$ cat config.mk
export PLATFORM = sky130hd
export DESIGN_NAME = fp_round_arbiter_flat
export DESIGN_NICKNAME = d
export VERILOG_FILES = /design/src/rtl/fp_pkg.sv /design/src/rtl/fp_round_arbiter_if.sv /design/src/rtl/rr_arbiter.sv /design/src/rtl/fp_round_arbiter.sv /design/src/flat_wrapper.sv
export SDC_FILE = /design/constraint.sdc
export NUM_CORES = 1
export LEC_CHECK = 0
export ABC_CLOCK_PERIOD_IN_PS = 2670
export BUFFER_PORTS_ARGS = -buffer_cell sky130_fd_sc_hd__buf_2
export CAP_MARGIN = 20
export CORE_MARGIN = 4
export CORE_UTILIZATION = 45
export CTS_CLUSTER_DIAMETER = 30
export DETAILED_ROUTE_END_ITERATION = 7
export GPL_TIMING_DRIVEN = 0
export PLACE_DENSITY = 0.81
export SYNTH_ARGS = -nofsm -noshare
export SYNTH_HDL_FRONTEND = slang
export SYNTH_SLANG_ARGS = --single-unit
export TNS_END_PERCENT = 30
$ cat constraint.sdc
create_clock -name clk -period 2.67 [get_ports clk]
set_clock_uncertainty 0.05 [all_clocks]
set_input_delay 0.1335 -clock clk [delete_from_list [all_inputs] [get_ports clk]]
set_output_delay 0.1335 -clock clk [all_outputs]
set_load 0.03 [all_outputs]
$ cat src/rtl/fp_pkg.sv
// Shared FP rounding definitions: rounding-mode encodings, datapath widths
// and the operand payload carried through the rounding pipeline.
package fp_pkg;

    localparam int unsigned EXP_FRAC_W = 65;
    localparam int unsigned GRS_W      = 3;
    localparam int unsigned RM_W       = 3;

    localparam logic [RM_W-1:0] RM_RNE = 3'b000;
    localparam logic [RM_W-1:0] RM_RZ  = 3'b001;
    localparam logic [RM_W-1:0] RM_RDN = 3'b010;
    localparam logic [RM_W-1:0] RM_RUP = 3'b011;
    localparam logic [RM_W-1:0] RM_RMM = 3'b100;
    localparam logic [RM_W-1:0] RM_DYN = 3'b111;

    typedef struct packed {
        logic [EXP_FRAC_W-1:0] exp_frac;
        logic [GRS_W-1:0]      grs;
        logic                  sign;
        logic [RM_W-1:0]       rm;
    } round_op_t;

endpackage

$ cat src/rtl/fp_round_arbiter_if.sv
// Request and result bus of the shared rounding datapath.
interface fp_round_arbiter_if
    import fp_pkg::*;
#(
    parameter int unsigned NREQ = 3,
    parameter int unsigned TAGW = 6,
    parameter int unsigned SRCW = 2
);

    logic [NREQ-1:0]            req_valid;
    logic [NREQ-1:0]            req_ready;
    logic [NREQ*EXP_FRAC_W-1:0] req_exp_frac;
    logic [NREQ*GRS_W-1:0]      req_grs;
    logic [NREQ-1:0]            req_sign;
    logic [NREQ*RM_W-1:0]       req_rm;
    logic [NREQ*TAGW-1:0]       req_tag;

    logic                       out_valid;
    logic                       out_ready;
    logic [SRCW-1:0]            out_src;
    logic [TAGW-1:0]            out_tag;
    logic [EXP_FRAC_W-1:0]      out_exp_frac;
    logic                       out_inexact;
    logic                       out_illegal_rm;

    modport master (
        output req_valid, req_exp_frac, req_grs, req_sign, req_rm, req_tag, out_ready,
        input  req_ready, out_valid, out_src, out_tag, out_exp_frac, out_inexact, out_illegal_rm
    );

    modport slave (
        input  req_valid, req_exp_frac, req_grs, req_sign, req_rm, req_tag, out_ready,
        output req_ready, out_valid, out_src, out_tag, out_exp_frac, out_inexact, out_illegal_rm
    );

endinterface

$ cat src/rtl/rr_arbiter.sv
// Round-robin arbiter: searches from the pointer with wrap, pointer moves past
// the winner only when the grant is actually taken (advance).
module rr_arbiter #(
    parameter int unsigned N = 3,
    localparam int unsigned IW = (N > 1) ? $clog2(N) : 1
) (
    input  logic          clk,
    input  logic          rst,
    input  logic [N-1:0]  req,
    input  logic          advance,
    output logic [N-1:0]  grant,
    output logic [IW-1:0] idx
);

    logic [IW-1:0] ptr;
    logic          found;
    int            j;

    always_comb begin
        grant = '0;
        idx   = '0;
        found = 1'b0;
        j     = 0;
        for (int k = 0; k < int'(N); k++) begin
            j = int'(ptr) + k;
            if (j >= int'(N)) j = j - int'(N);
            if (!found && req[j]) begin
                found    = 1'b1;
                grant[j] = 1'b1;
                idx      = IW'(j);
            end
        end
    end

    always_ff @(posedge clk) begin
        if (rst) begin
            ptr <= '0;
        end else if (advance) begin
            ptr <= (int'(idx) == int'(N) - 1) ? '0 : IW'(int'(idx) + 1);
        end
    end

endmodule

$ cat src/rtl/fp_round_arbiter.sv
// Shares one double-precision rounder among the FP units: round-robin grant,
// S1 captures operands with the resolved mode, S2 holds the rounded result.
module fp_round_arbiter
    import fp_pkg::*;
#(
    parameter int unsigned NREQ = 3,
    parameter int unsigned TAGW = 6,
    parameter int unsigned SRCW = 2
) (
    input  logic            clk,
    input  logic            rst,
    input  logic            flush,
    input  logic [RM_W-1:0] frm_csr,
    fp_round_arbiter_if.slave bus
);

    localparam int unsigned IW = (NREQ > 1) ? $clog2(NREQ) : 1;

    logic [NREQ-1:0]       grant;
    logic [IW-1:0]         grant_idx;
    logic                  s1_load;
    logic                  s2_load;
    logic                  accept;

    round_op_t             sel_op;
    logic [RM_W-1:0]       sel_rm;
    logic [TAGW-1:0]       sel_tag;

    logic                  s1_valid;
    round_op_t             s1_op;
    logic [SRCW-1:0]       s1_src;
    logic [TAGW-1:0]       s1_tag;

    logic                  inc;
    logic                  inexact;
    logic                  illegal;
    logic [EXP_FRAC_W-1:0] rounded;

    assign s2_load       = s1_valid & (~bus.out_valid | bus.out_ready);
    assign s1_load       = ~s1_valid | s2_load;
    assign accept        = (|grant) & s1_load & ~flush & ~rst;
    assign bus.req_ready = grant & {NREQ{s1_load & ~flush & ~rst}};

    rr_arbiter #(.N(NREQ)) u_arb (
        .clk     (clk),
        .rst     (rst),
        .req     (bus.req_valid),
        .advance (accept),
        .grant   (grant),
        .idx     (grant_idx)
    );

    // Operand mux from the one-hot grant; dynamic mode resolves against frm now.
    always_comb begin
        sel_op  = '0;
        sel_rm  = '0;
        sel_tag = '0;
        for (int i = 0; i < int'(NREQ); i++) begin
            if (grant[i]) begin
                sel_op.exp_frac = bus.req_exp_frac[i*EXP_FRAC_W +: EXP_FRAC_W];
                sel_op.grs      = bus.req_grs[i*GRS_W +: GRS_W];
                sel_op.sign     = bus.req_sign[i];
                sel_rm          = bus.req_rm[i*RM_W +: RM_W];
                sel_tag         = bus.req_tag[i*TAGW +: TAGW];
            end
        end
        sel_op.rm = (sel_rm == RM_DYN) ? frm_csr : sel_rm;
    end

    always_ff @(posedge clk) begin
        if (rst) begin
            s1_valid <= 1'b0;
            s1_op    <= '0;
            s1_src   <= '0;
            s1_tag   <= '0;
        end else if (flush) begin
            s1_valid <= 1'b0;
        end else if (s1_load) begin
            s1_valid <= accept;
            if (accept) begin
                s1_op  <= sel_op;
                s1_src <= SRCW'(grant_idx);
                s1_tag <= sel_tag;
            end
        end
    end

    // Round-up decision; reserved modes truncate and are flagged.
    always_comb begin
        inexact = |s1_op.grs;
        illegal = 1'b0;
        inc     = 1'b0;
        case (s1_op.rm)
            RM_RNE:  inc = s1_op.grs[2] & (s1_op.exp_frac[0] | s1_op.grs[1] | s1_op.grs[0]);
            RM_RZ:   inc = 1'b0;
            RM_RDN:  inc = s1_op.sign & inexact;
            RM_RUP:  inc = ~s1_op.sign & inexact;
            RM_RMM:  inc = s1_op.grs[2];
            default: illegal = 1'b1;
        endcase
        rounded = s1_op.exp_frac + EXP_FRAC_W'(inc);
    end

    always_ff @(posedge clk) begin
        if (rst) begin
            bus.out_valid      <= 1'b0;
            bus.out_src        <= '0;
            bus.out_tag        <= '0;
            bus.out_exp_frac   <= '0;
            bus.out_inexact    <= 1'b0;
            bus.out_illegal_rm <= 1'b0;
        end else if (flush) begin
            bus.out_valid <= 1'b0;
        end else if (s2_load) begin
            bus.out_valid      <= 1'b1;
            bus.out_src        <= s1_src;
            bus.out_tag        <= s1_tag;
            bus.out_exp_frac   <= rounded;
            bus.out_inexact    <= inexact;
            bus.out_illegal_rm <= illegal;
        end else if (bus.out_ready) begin
            bus.out_valid <= 1'b0;
        end
    end

endmodule
$ cat src/flat_wrapper.sv
// flat-port wrapper written by rule: the top's interface ports become plain ports
module fp_round_arbiter_flat import fp_pkg::*;
#(
    parameter int unsigned NREQ = 3,
    parameter int unsigned TAGW = 6,
    parameter int unsigned SRCW = 2
)
  (clk, rst, flush, frm_csr, bus_req_valid, bus_req_exp_frac, bus_req_grs, bus_req_sign, bus_req_rm, bus_req_tag, bus_out_ready, bus_req_ready, bus_out_valid, bus_out_src, bus_out_tag, bus_out_exp_frac, bus_out_inexact, bus_out_illegal_rm);
  fp_round_arbiter_if #(.NREQ(NREQ), .TAGW(TAGW), .SRCW(SRCW)) bus_i ();
  input  logic clk;
  input  logic rst;
  input  logic flush;
  input  logic [RM_W-1:0] frm_csr;
  input wire logic [$bits(bus_i.req_valid)-1:0] bus_req_valid;
  input wire logic [$bits(bus_i.req_exp_frac)-1:0] bus_req_exp_frac;
  input wire logic [$bits(bus_i.req_grs)-1:0] bus_req_grs;
  input wire logic [$bits(bus_i.req_sign)-1:0] bus_req_sign;
  input wire logic [$bits(bus_i.req_rm)-1:0] bus_req_rm;
  input wire logic [$bits(bus_i.req_tag)-1:0] bus_req_tag;
  input wire logic [$bits(bus_i.out_ready)-1:0] bus_out_ready;
  output wire logic [$bits(bus_i.req_ready)-1:0] bus_req_ready;
  output wire logic [$bits(bus_i.out_valid)-1:0] bus_out_valid;
  output wire logic [$bits(bus_i.out_src)-1:0] bus_out_src;
  output wire logic [$bits(bus_i.out_tag)-1:0] bus_out_tag;
  output wire logic [$bits(bus_i.out_exp_frac)-1:0] bus_out_exp_frac;
  output wire logic [$bits(bus_i.out_inexact)-1:0] bus_out_inexact;
  output wire logic [$bits(bus_i.out_illegal_rm)-1:0] bus_out_illegal_rm;
  assign bus_i.req_valid = bus_req_valid;
  assign bus_i.req_exp_frac = bus_req_exp_frac;
  assign bus_i.req_grs = bus_req_grs;
  assign bus_i.req_sign = bus_req_sign;
  assign bus_i.req_rm = bus_req_rm;
  assign bus_i.req_tag = bus_req_tag;
  assign bus_i.out_ready = bus_out_ready;
  assign bus_req_ready = bus_i.req_ready;
  assign bus_out_valid = bus_i.out_valid;
  assign bus_out_src = bus_i.out_src;
  assign bus_out_tag = bus_i.out_tag;
  assign bus_out_exp_frac = bus_i.out_exp_frac;
  assign bus_out_inexact = bus_i.out_inexact;
  assign bus_out_illegal_rm = bus_i.out_illegal_rm;
  fp_round_arbiter #(.NREQ(NREQ), .TAGW(TAGW), .SRCW(SRCW)) u_core (.clk(clk), .rst(rst), .flush(flush), .frm_csr(frm_csr), .bus(bus_i));
endmodule
-- Word level (Yosys, flattened, before mapping)
Cells that the tools add are included.
- bits in registers: 159
- input port bits: 244
- output and inout bits: 79
- logic and storage cells: 113
- add/sub/neg operators: 7
- $lt $le $gt $ge: 9
- equality and inequality tests: 6
- multiplexer cells: 41
- bitwise logic cells: 21
- reduce and logical (&&, ||, !) cells: 15
- operators with widths (cell ; count):
    2-to-1 mux 69 bit ; 3
    greater-or-equal comparator 32 x 1 -> 1 bit, second input constant ; 3
    < comparator 32 x 4 -> 1 bit, second input constant ; 3
    2-to-1 mux 32 bit ; 3
    adder 65 x 1 -> 65 bit ; 1
    2-to-1 mux 3 bit ; 7
    2-to-1 mux 6 bit ; 3
    2-to-1 mux 1 bit ; 14
    AND 1 bit ; 9
    2-to-1 mux 2 bit ; 4
    subtractor 3 x 2 -> 4 bit, second input constant ; 2
    binary-select mux 1 bit (select 2 bit) ; 3
    demux 1 bit (select 2 bit) ; 3
    equality test 3 x 2 -> 1 bit, second input constant ; 2
    equality test 3 bit, second input constant ; 2
    greater-or-equal comparator 3 x 2 -> 1 bit, second input constant ; 2
    OR 3 bit ; 2
    OR reduction 3 bit ; 2
    logical AND 1 bit ; 5
    NOT 1 bit ; 5
    OR reduction 5 bit ; 1
    OR 1 bit ; 4
    one-hot mux 1 bit (4 select lines) ; 1
    adder 2 x 1 -> 3 bit, second input constant ; 1
    13 further kinds ; 14

-- Logic depth before layout (Yosys ltp)
Gate-level depths: netlist (run 1).
- word-level depth: 17
- depth in mapped cells: 15
- mapped depth without buffers: 13

-- Modules after synthesis
A second synthesis (run 1) with hierarchy kept.
- cell total of the unflattened synthesis: 1211
- area total of the unflattened synthesis: 8878.5 µm²
- by module, submodules not included (module ; instances ; cells each ; area an instance (µm²) ; sequential area each (µm²)):
    fp_round_arbiter ; 1 ; 1167 ; 8520.7 ; 3143.0
    rr_arbiter ; 1 ; 44 ; 357.8 ; 40.0

-- Least setup slack after synthesis (run 1)
No wires, ideal clock.
- path type: flip-flop to flip-flop
- from: register u_core.s1_op[0] (netlist name)
- to: register u_core.bus.out_exp_frac[61]
- setup time: 0.137 ns
- arrival time: 2.680 ns
- required time: 2.483 ns
- path slack: -0.197 ns
- stages on the path, launching flop included: 16
- period minus slack after synthesis: 2.867 ns
- path through: dfxtp_1 > xor2_1 > nand3b_1 > o31ai_1 > nand2_1 > o21ai_0 > ha_1 > and2_1 > buf_2 > nand2_1 > or3_1 > buf_2 > or4_4 > nor3_2 > xnor2_1 > a211oi_2
- word-level cells in the longest chain between the ends: 3
- elaborated cells between the ends (all ways): 6
- RTL lines (item ; line ; text):
    start: declaration ; fp_round_arbiter.sv:30 ; round_op_t s1_op;
    start signal: assignment ; fp_round_arbiter.sv:81 ; s1_op <= sel_op;
    equality test 3 bit (tied with other cells) ; fp_round_arbiter.sv:93 ; case (s1_op.rm)
    one-hot mux 1 bit (4 select lines) (*) ; fp_round_arbiter.sv:93 ;
    adder 65 x 1 -> 65 bit (*) ; fp_round_arbiter.sv:101 ; rounded = s1_op.exp_frac + EXP_FRAC_W'(inc);
    end signal: assignment ; fp_round_arbiter.sv:118 ; bus.out_exp_frac <= rounded;
    end: declaration ; fp_round_arbiter_if.sv:33 ; output req_ready, out_valid, out_src, out_tag, out_exp_frac, out_inexact, out_illegal_rm
Mark *: on every way between the ends. The rest lies on a longest branch, timed or not.
A chain may end at the register's enable or synchronous reset.

-- Final worst setup path (run 1)
- from: register u_core.s1_op[0] (netlist name)
- to: register u_core.bus.out_exp_frac[52]
Same word-level chain as after synthesis.

==> results of run 1 <==
## area by class of cell
| type | instances | area (µm²) |
|---|---|---|
| antenna | 2 | 5.00 |
| buffer | 94 | 785 |
| clock buffer | 19 | 433 |
| clock inverter | 13 | 140 |
| fill | 1209 | 4570 |
| inverter | 12 | 50.0 |
| multi-input combinational | 807 | 6190 |
| sequential | 159 | 3200 |
| tap | 260 | 325 |
| timing repair buffer | 468 | 3200 |
## layout by cell type (no fill, tap or decap), drive strengths merged, types with 4 or more instances in the layout
cell / count
a211o: 7
a211oi: 129
a21oi: 22
and2: 6
and3: 81
and4: 5
buf: 408
clkbuf: 90
clkinv: 5
clkinvlp: 4
dfxtp: 159
dlygate4sd3: 82
ha: 6
inv: 14
mux2i: 4
nand2: 49
nand3: 33
nand3b: 71
nand4: 22
nor2: 163
nor3: 11
nor4: 8
o211ai: 4
o21ai: 8
o31ai: 76
or3: 6
xnor2: 24
xor2: 39
## logic make-up after synthesis
family / after synthesis / synth area share [%]
DFF: 159 / 36.4
AOI/OAI and AO/OA: 263 / 22.2
buffers and inverters: 110 / 5.06
and+or+nand+nor: 469 / 28.5
muxes: 6 / 0.716
adders and majority gates: 6 / 0.859
xor gates and xnor gates: 63 / 6.32
## repair_timing
item	CTS	global route
resized for setup	256	127
buffers inserted	29	22
endpoints found under the hold margin	68	3
endpoints found under the setup margin	132	133
hold buffers	79	3
gates cloned	7	7
pin swaps	95	64
## power by group
part           switching, mW  total, mW  leakage [nW]  internal [mW]
clock network           1.07       2.45         0.270           1.38
registers              0.273       2.86          1.29           2.59
logic                   1.57       3.03          4.37           1.46
## critical path, delay by kind of cell, from the launching register on
family | cells | cell delay [ps]
flops | 1 | 370
xor+xnor | 2 | 330
compound gates | 3 | 460
fa+ha+maj | 1 | 200
simple gates | 7 | 1430
## path summary, 6_finish.rpt
path              slack (ps)  depth (start not counted)                                        to                          start
setup / recovery        -260                         13  u_core.bus.out_exp_frac[52]$_SDFFE_PP0P_   u_core.s1_op[0]$_SDFFE_PP0P_
hold / removal           -10                          3             u_core.s1_op[28]$_SDFFE_PP0P_           bus_req_exp_frac[86]
setup reg to reg        -260                         13  u_core.bus.out_exp_frac[52]$_SDFFE_PP0P_   u_core.s1_op[0]$_SDFFE_PP0P_
hold reg to reg          410                          2        u_core.bus.out_tag[3]$_SDFFE_PP0P_  u_core.s1_tag[3]$_SDFFE_PP0P_
## metal layers
layer,vias to the layer above,global-route usage [%]
met1,5332,41.8
met4,0,17.8
met5,-,0
met3,235,6.66
met2,861,56.7
li1,4932,-
## state kept, by name, summed over array words and instances, names as in the netlist
| register | count |
|---|---|
| u_core.bus.out_exp_frac | 65 |
| u_core.s1_tag | 6 |
| u_core.s1_valid | 1 |
| u_core.u_arb.ptr | 2 |
| u_core.s1_op | 72 |
| u_core.bus.out_illegal_rm | 1 |
| u_core.bus.out_valid | 1 |
| u_core.bus.out_src | 2 |
| u_core.bus.out_tag | 6 |
| u_core.bus.out_inexact | 1 |
| u_core.s1_src | 2 |
==> results.py, run 1 <==
metrics = {
    "route": {
        "highest_layer": "met4",
        "drc_errors": 2,
        "drt_iter0_markers": 1200,
        "ant_nets": 0,
        "dr_wl_met3_mm": 4.03,
        "drt-pass1-iter-count": 8,
        "post_drt_wl_per_cell_um": 22.8,
        "wl_met1_mm": 15.2,
        "wirelength_mm": 41.9,
        "viasPerCell": 6.19,
        "vias": 11400,
        "dr_wl_met2_mm": 19.7,
    },
    "setup_path": {
        "critPathArrivalTime_ps": 3210,
        "required_ps": 2950,
        "start_kind": "flop",
        "slowest_delay_ps": 400,
        "cp_common_cell": "xor2_1",
        "end_kind": "flop",
        "cp_max_fo": 7,
        "critical_path.slowest_cell": "or3_4",
        "crit_type": "flop to flop",
        "crit_chain": "xor2_1 -> nand3b_1 -> o31ai_1 -> nand2_1 -> o21ai_2 -> ha_2 -> and2_4 -> nand2_4 -> or3_4 -> nor3_4 -> nand4_1 -> xor2_1 -> a211oi_1",
    },
    "finish": {
        "layout.cells.non_filler": 1834,
        "syn2layout_area_growth_pct": 63.9,
        "nets": 1809,
        "post-route-util_pct": 75.8,
        "postLayoutCellArea_um2": 14300,
        "drive_above_1_share_pct": 42.0,
    },
    "yosys": {
        "syn_area_um2": 8740,
        "synth_largest_area_cell": "dfxtp_1",
        "synth_ff_type": "dfxtp_1",
        "ys_seq_area_share_pct": 36.4,
        "synth.most_common_cell": "nor2_1",
        "synth_top_area_share_pct": 36.4,
        "synth_cells": 1076,
        "synth_nets": 1326,
        "ys.warnings.count": 0,
        "synth_edf_count": 0,
        "yosysUniqueCellTypes": 52,
        "synth_area_leaders": "dfxtp_1, a211oi_1, nor2_1",
        "synthArstFlopShare_pct": 0,
        "synth.avg_cell_area_um2": 8.12,
        "ys_ff_latch": 159,
        "synth_commonest_cells": "nor2_1, dfxtp_1, a211oi_1",
    },
    "sta": {
        "layout_min_cycle_time_ps": 2930,
        "whs_ps": -12.8,
        "rsz0062_at_grt": "yes",
        "fmax_mhz": 341,
        "setup_tns_ps": -13000,
        "postLayoutSetupSlackWorst_ps": -264,
        "timing_hold_violations_final": 2,
        "finalMaxSlewViolations": 0,
        "tightest_slew_ps": 932,
        "slew_headroom_pct": 37.9,
        "timing.final.crit_share_pct": 110,
        "finalSetupViolations": 106,
    },
    "floorplan": {
        "rows": 50,
        "dieArea_um2": 21700,
        "die_y_um": 147,
        "ios": 323,
        "start_util_pct": 46.2,
        "core-area_um2": 18900,
        "die_w_um": 147,
    },
    "clock_network": {
        "tritoncts": "done",
        "htree_num_levels": 4,
        "path_clk_slew_ps": 70,
        "ctsRootBufferMaster": "clkbuf_16",
        "cts_buffers": 17,
        "clock-sinks": 159,
        "clk_path_buf_depth": 2,
        "clk_latency_ps": 430,
    },
    "global_routing": {
        "antenna_found_initial": 0,
        "grt_pass1_wl_mm": 58.7,
        "grt_start_max_net_pins": 17,
        "grtUsageTotal_pct": 34.0,
        "first_global_vias": 10700,
        "grt_overflow": 0,
    },
    "place": {
        "dp_hpwl_mm": 25.6,
        "numPortBuffers": 322,
        "placed_area_um2": 10700,
        "gp_congestion": 0.932,
        "dp_slack_ps": -993,
        "placed_cells": 1659,
    },
    "power": {
        "total_power_mw": 8.34,
        "ir_worst_vdd_uv": 442,
        "p_per_area_nw_per_um2": 582,
        "p_leak_nw": 5.94,
    },
    "job": {
        "drv_cap": 0,
    },
    "run_status": {
        "outcome": "complete, but fails checks",
        "violations": "DRC, hold timing, setup timing",
    },
    "hold_path": {
        "hold_class": "primary input to flop",
    },
}
Note: power is estimated with default switching activity, not from simulation.
==> inputs of run 2 (changes only) <==
--- a/config.mk
+++ b/config.mk
@@ -8,7 +8,6 @@
 export ABC_CLOCK_PERIOD_IN_PS = 2670
 export BUFFER_PORTS_ARGS = -buffer_cell sky130_fd_sc_hd__buf_2
 export CAP_MARGIN = 20
-export CORE_MARGIN = 4
 export CORE_UTILIZATION = 45
 export CTS_CLUSTER_DIAMETER = 30
 export DETAILED_ROUTE_END_ITERATION = 7
==> run 2 against run 1 <==
  * The flow finishes with violations (hold timing, setup timing)
  * Global-route usage is 1.1 points higher
  * Final cell count is 1.7% lower
  * Count of clock-buffer cells in the layout is 1 higher
  * Core utilization is 2.0 points lower
  * First-iteration DRC count is 12% lower
  * Sequential share of layout area is 0.63 points higher
  * Flip-flop and latch count stayed put
  * Largest power group unchanged
==> results.py, run 2 (synthesis gave the netlist of run 1 again) <==
metrics = {
    "floorplan": {
        "start_util_pct": 46.2,
        "core-area_um2": 18900,
        "ios": 323,
        "die_w_um": 141,
        "die_y_um": 141,
        "rows": 50,
        "dieArea_um2": 20000,
    },
    "setup_path": {
        "crit_type": "flop to flop",
        "critPathArrivalTime_ps": 3170,
        "r2r-start": "u_core.s1_op[3]$_SDFFE_PP0P_",
        "start_kind": "flop",
        "cp-endpoint": "u_core.bus.out_exp_frac[51]$_SDFFE_PP0P_",
        "reg2reg_to": "u_core.bus.out_exp_frac[51]$_SDFFE_PP0P_",
        "reg2reg_depth": 14,
        "required_ps": 2910,
        "end_kind": "flop",
        "startpoint": "u_core.s1_op[3]$_SDFFE_PP0P_",
        "r2r_setup_slack_ps": -270,
        "cp_max_fo": 5,
    },
    "clock_network": {
        "clk_latency_ps": 430,
        "clk_path_buf_depth": 2,
        "htree_num_levels": 4,
        "clock-sinks": 159,
        "path_clk_slew_ps": 70,
        "cts_buffers": 17,
        "ctsRootBufferMaster": "clkbuf_16",
        "tritoncts": "done",
    },
    "route": {
        "vias": 10800,
        "drt-pass1-iter-count": 6,
        "drc_errors": 0,
        "ant_nets": 0,
        "viasPerCell": 6.01,
        "post_drt_wl_per_cell_um": 21.4,
        "drt_iter0_markers": 1059,
        "wirelength_mm": 38.5,
    },
    "sta": {
        "fmax_mhz": 340,
        "tightest_slew_ps": 902,
        "layout_min_cycle_time_ps": 2940,
        "timing.final.crit_share_pct": 110,
        "postLayoutSetupSlackWorst_ps": -268,
        "finalSetupViolations": 104,
        "whs_ps": -7.20,
        "finalMaxSlewViolations": 0,
        "timing_hold_violations_final": 1,
        "rsz0062_at_grt": "yes",
        "slew_headroom_pct": 39.9,
    },
    "global_routing": {
        "first_global_vias": 10100,
        "grt_overflow": 0,
        "grt_start_max_net_pins": 17,
        "grt_pass1_wl_mm": 54.0,
        "antenna_found_initial": 0,
        "grtUsageTotal_pct": 35.1,
    },
    "power": {
        "p_sw_share_pct": 33.3,
        "pwr-share-seq_pct": 33.7,
        "p_per_area_nw_per_um2": 608,
        "pwr-share-comb_pct": 34.0,
        "p_leak_nw": 5.77,
        "power_switching_mw": 2.82,
        "ir_worst_vdd_uv": 461,
        "power.internal_mw": 5.66,
        "p_clk_share_pct": 32.3,
    },
    "finish": {
        "nets": 1780,
        "layout.cells.non_filler": 1803,
        "top_regs": "u_core.s1_op x72, u_core.bus.out_exp_frac x65",
        "final_cell_mix": "buf_2, nor2_1, dfxtp_1, nand3b_1, a211oi_1",
        "drive_above_1_share_pct": 41.2,
        "syn2layout_area_growth_pct": 59.6,
        "post-route-util_pct": 73.8,
        "layout_commonest_cell": "buf_2",
        "largest_reg_flops": 72,
        "top_register": "u_core.s1_op",
        "insertedDiodeCount": 0,
        "nFillCells": 1362,
    },
    "hold_path": {
        "hold_class": "primary input to flop",
    },
    "place": {
        "dp_hpwl_mm": 24.4,
        "gp_congestion": 0.975,
        "numPortBuffers": 322,
        "placed_cells": 1659,
    },
    "job": {
        "drv_cap": 0,
    },
    "run_status": {
        "violations": "hold timing, setup timing",
        "outcome": "complete, but fails checks",
    },
}
-- run 2: cell types whose count changed in the layout (fill, tap and decap cells not counted), moves of 6 or more --
cell           change
dlygate4sd3_1     -19
a211oi_2          -16
a211oi_1          +10
and3_1             +9
and3_4             -9
a211oi_4           +6
buf_4              +6
-- run 2: how the worst min path moves through the flow --
stage	end	cells after the start	slack (ps)	startpoint
2_1_floorplan	u_core.bus.out_valid$_SDFFE_PP0P_	2	250	flush
3_3_place_gp	u_core.bus.out_valid$_SDFFE_PP0P_	3	380	flush
3_5_place_dp	u_core.bus.out_valid$_SDFFE_PP0P_	3	390	flush
4_1_cts	u_core.s1_op[46]$_SDFFE_PP0P_	3	2	bus_req_exp_frac[169]
5_1_grt	u_core.s1_op[59]$_SDFFE_PP0P_	3	5	bus_req_exp_frac[117]
6_report	u_core.s1_op[59]$_SDFFE_PP0P_	3	-7	bus_req_exp_frac[117]
-- run 2: cell type report --
type,instances,area [µm²],area share [%]
multi-input combinational,807,6150,44.1
timing repair buffer,440,2810,20.2
tap,260,325,2.33
buffer,93,754,5.41
sequential,159,3200,22.9
inverter,12,47.5,0.341
clock inverter,12,205,1.47
clock buffer,20,447,3.20
-- run 2: power by group through the flow --
stage          Clock [mW]  Combinational [mW]  Sequential, mW
2_1_floorplan           0                1.13            2.85
3_3_place_gp            0                1.80            2.86
5_1_grt              2.82                3.03            2.87
4_1_cts              2.72                2.42            2.82
6_report             2.74                2.89            2.86
3_5_place_dp            0                1.82            2.87
-- run 2: per-layer routing --
metal	vias up	wire [µm]	GRT usage [%]	part of all wire (%)
li1	4861	-	-	-
met1	5109	14500	43.0	38
met2	726	18700	58.8	49
met3	142	3570	7.15	9.3
met4	0	1770	17.0	4.6
met5	-	0	0	0
-- run 2: timing repair --
item | 4_1_cts | 5_1_grt
endpoints found under the setup margin | 135 | 134
hold buffers | 63 | 0
buffers inserted | 26 | 21
pin swaps | 81 | 75
gates resized for setup | 197 | 179
endpoints found under the hold margin | 62 | 0
cloned | 4 | 3
-- run 2: critical path, cell delays in order, from the launching register on --
cell and delay [ps]:
dfxtp_4 370, xor2_1 160, nand3b_1 140, o31ai_1 90, nand2_1 110, o21ai_2 90
ha_2 200, and2_4 170, nand2_4 60, or3_4 370, buf_6 150, nor4_4 370
and3_1 240, xnor2_1 140, a211oi_1 90
-- run 2: through the flow --
| stage | power, mW | setup WS [ps] | setup TNS, ps | cell area [µm²] | hold WS (ps) |
|---|---|---|---|---|---|
| 5_1_grt | 8.73 | -345 | -18720 | 13900 | 5.02 |
| 3_5_place_dp | 4.69 | -925 | -81430 | 10700 | 389 |
| 2_1_floorplan | 3.98 | -43.0 | -43.0 | 8790 | 255 |
| 6_report | 8.48 | -268 | -9350 | 13900 | -7.20 |
| 3_3_place_gp | 4.66 | -1130 | -84060 | 10700 | 380 |
| 4_1_cts | 7.97 | -234 | -7040 | 13100 | 2.31 |
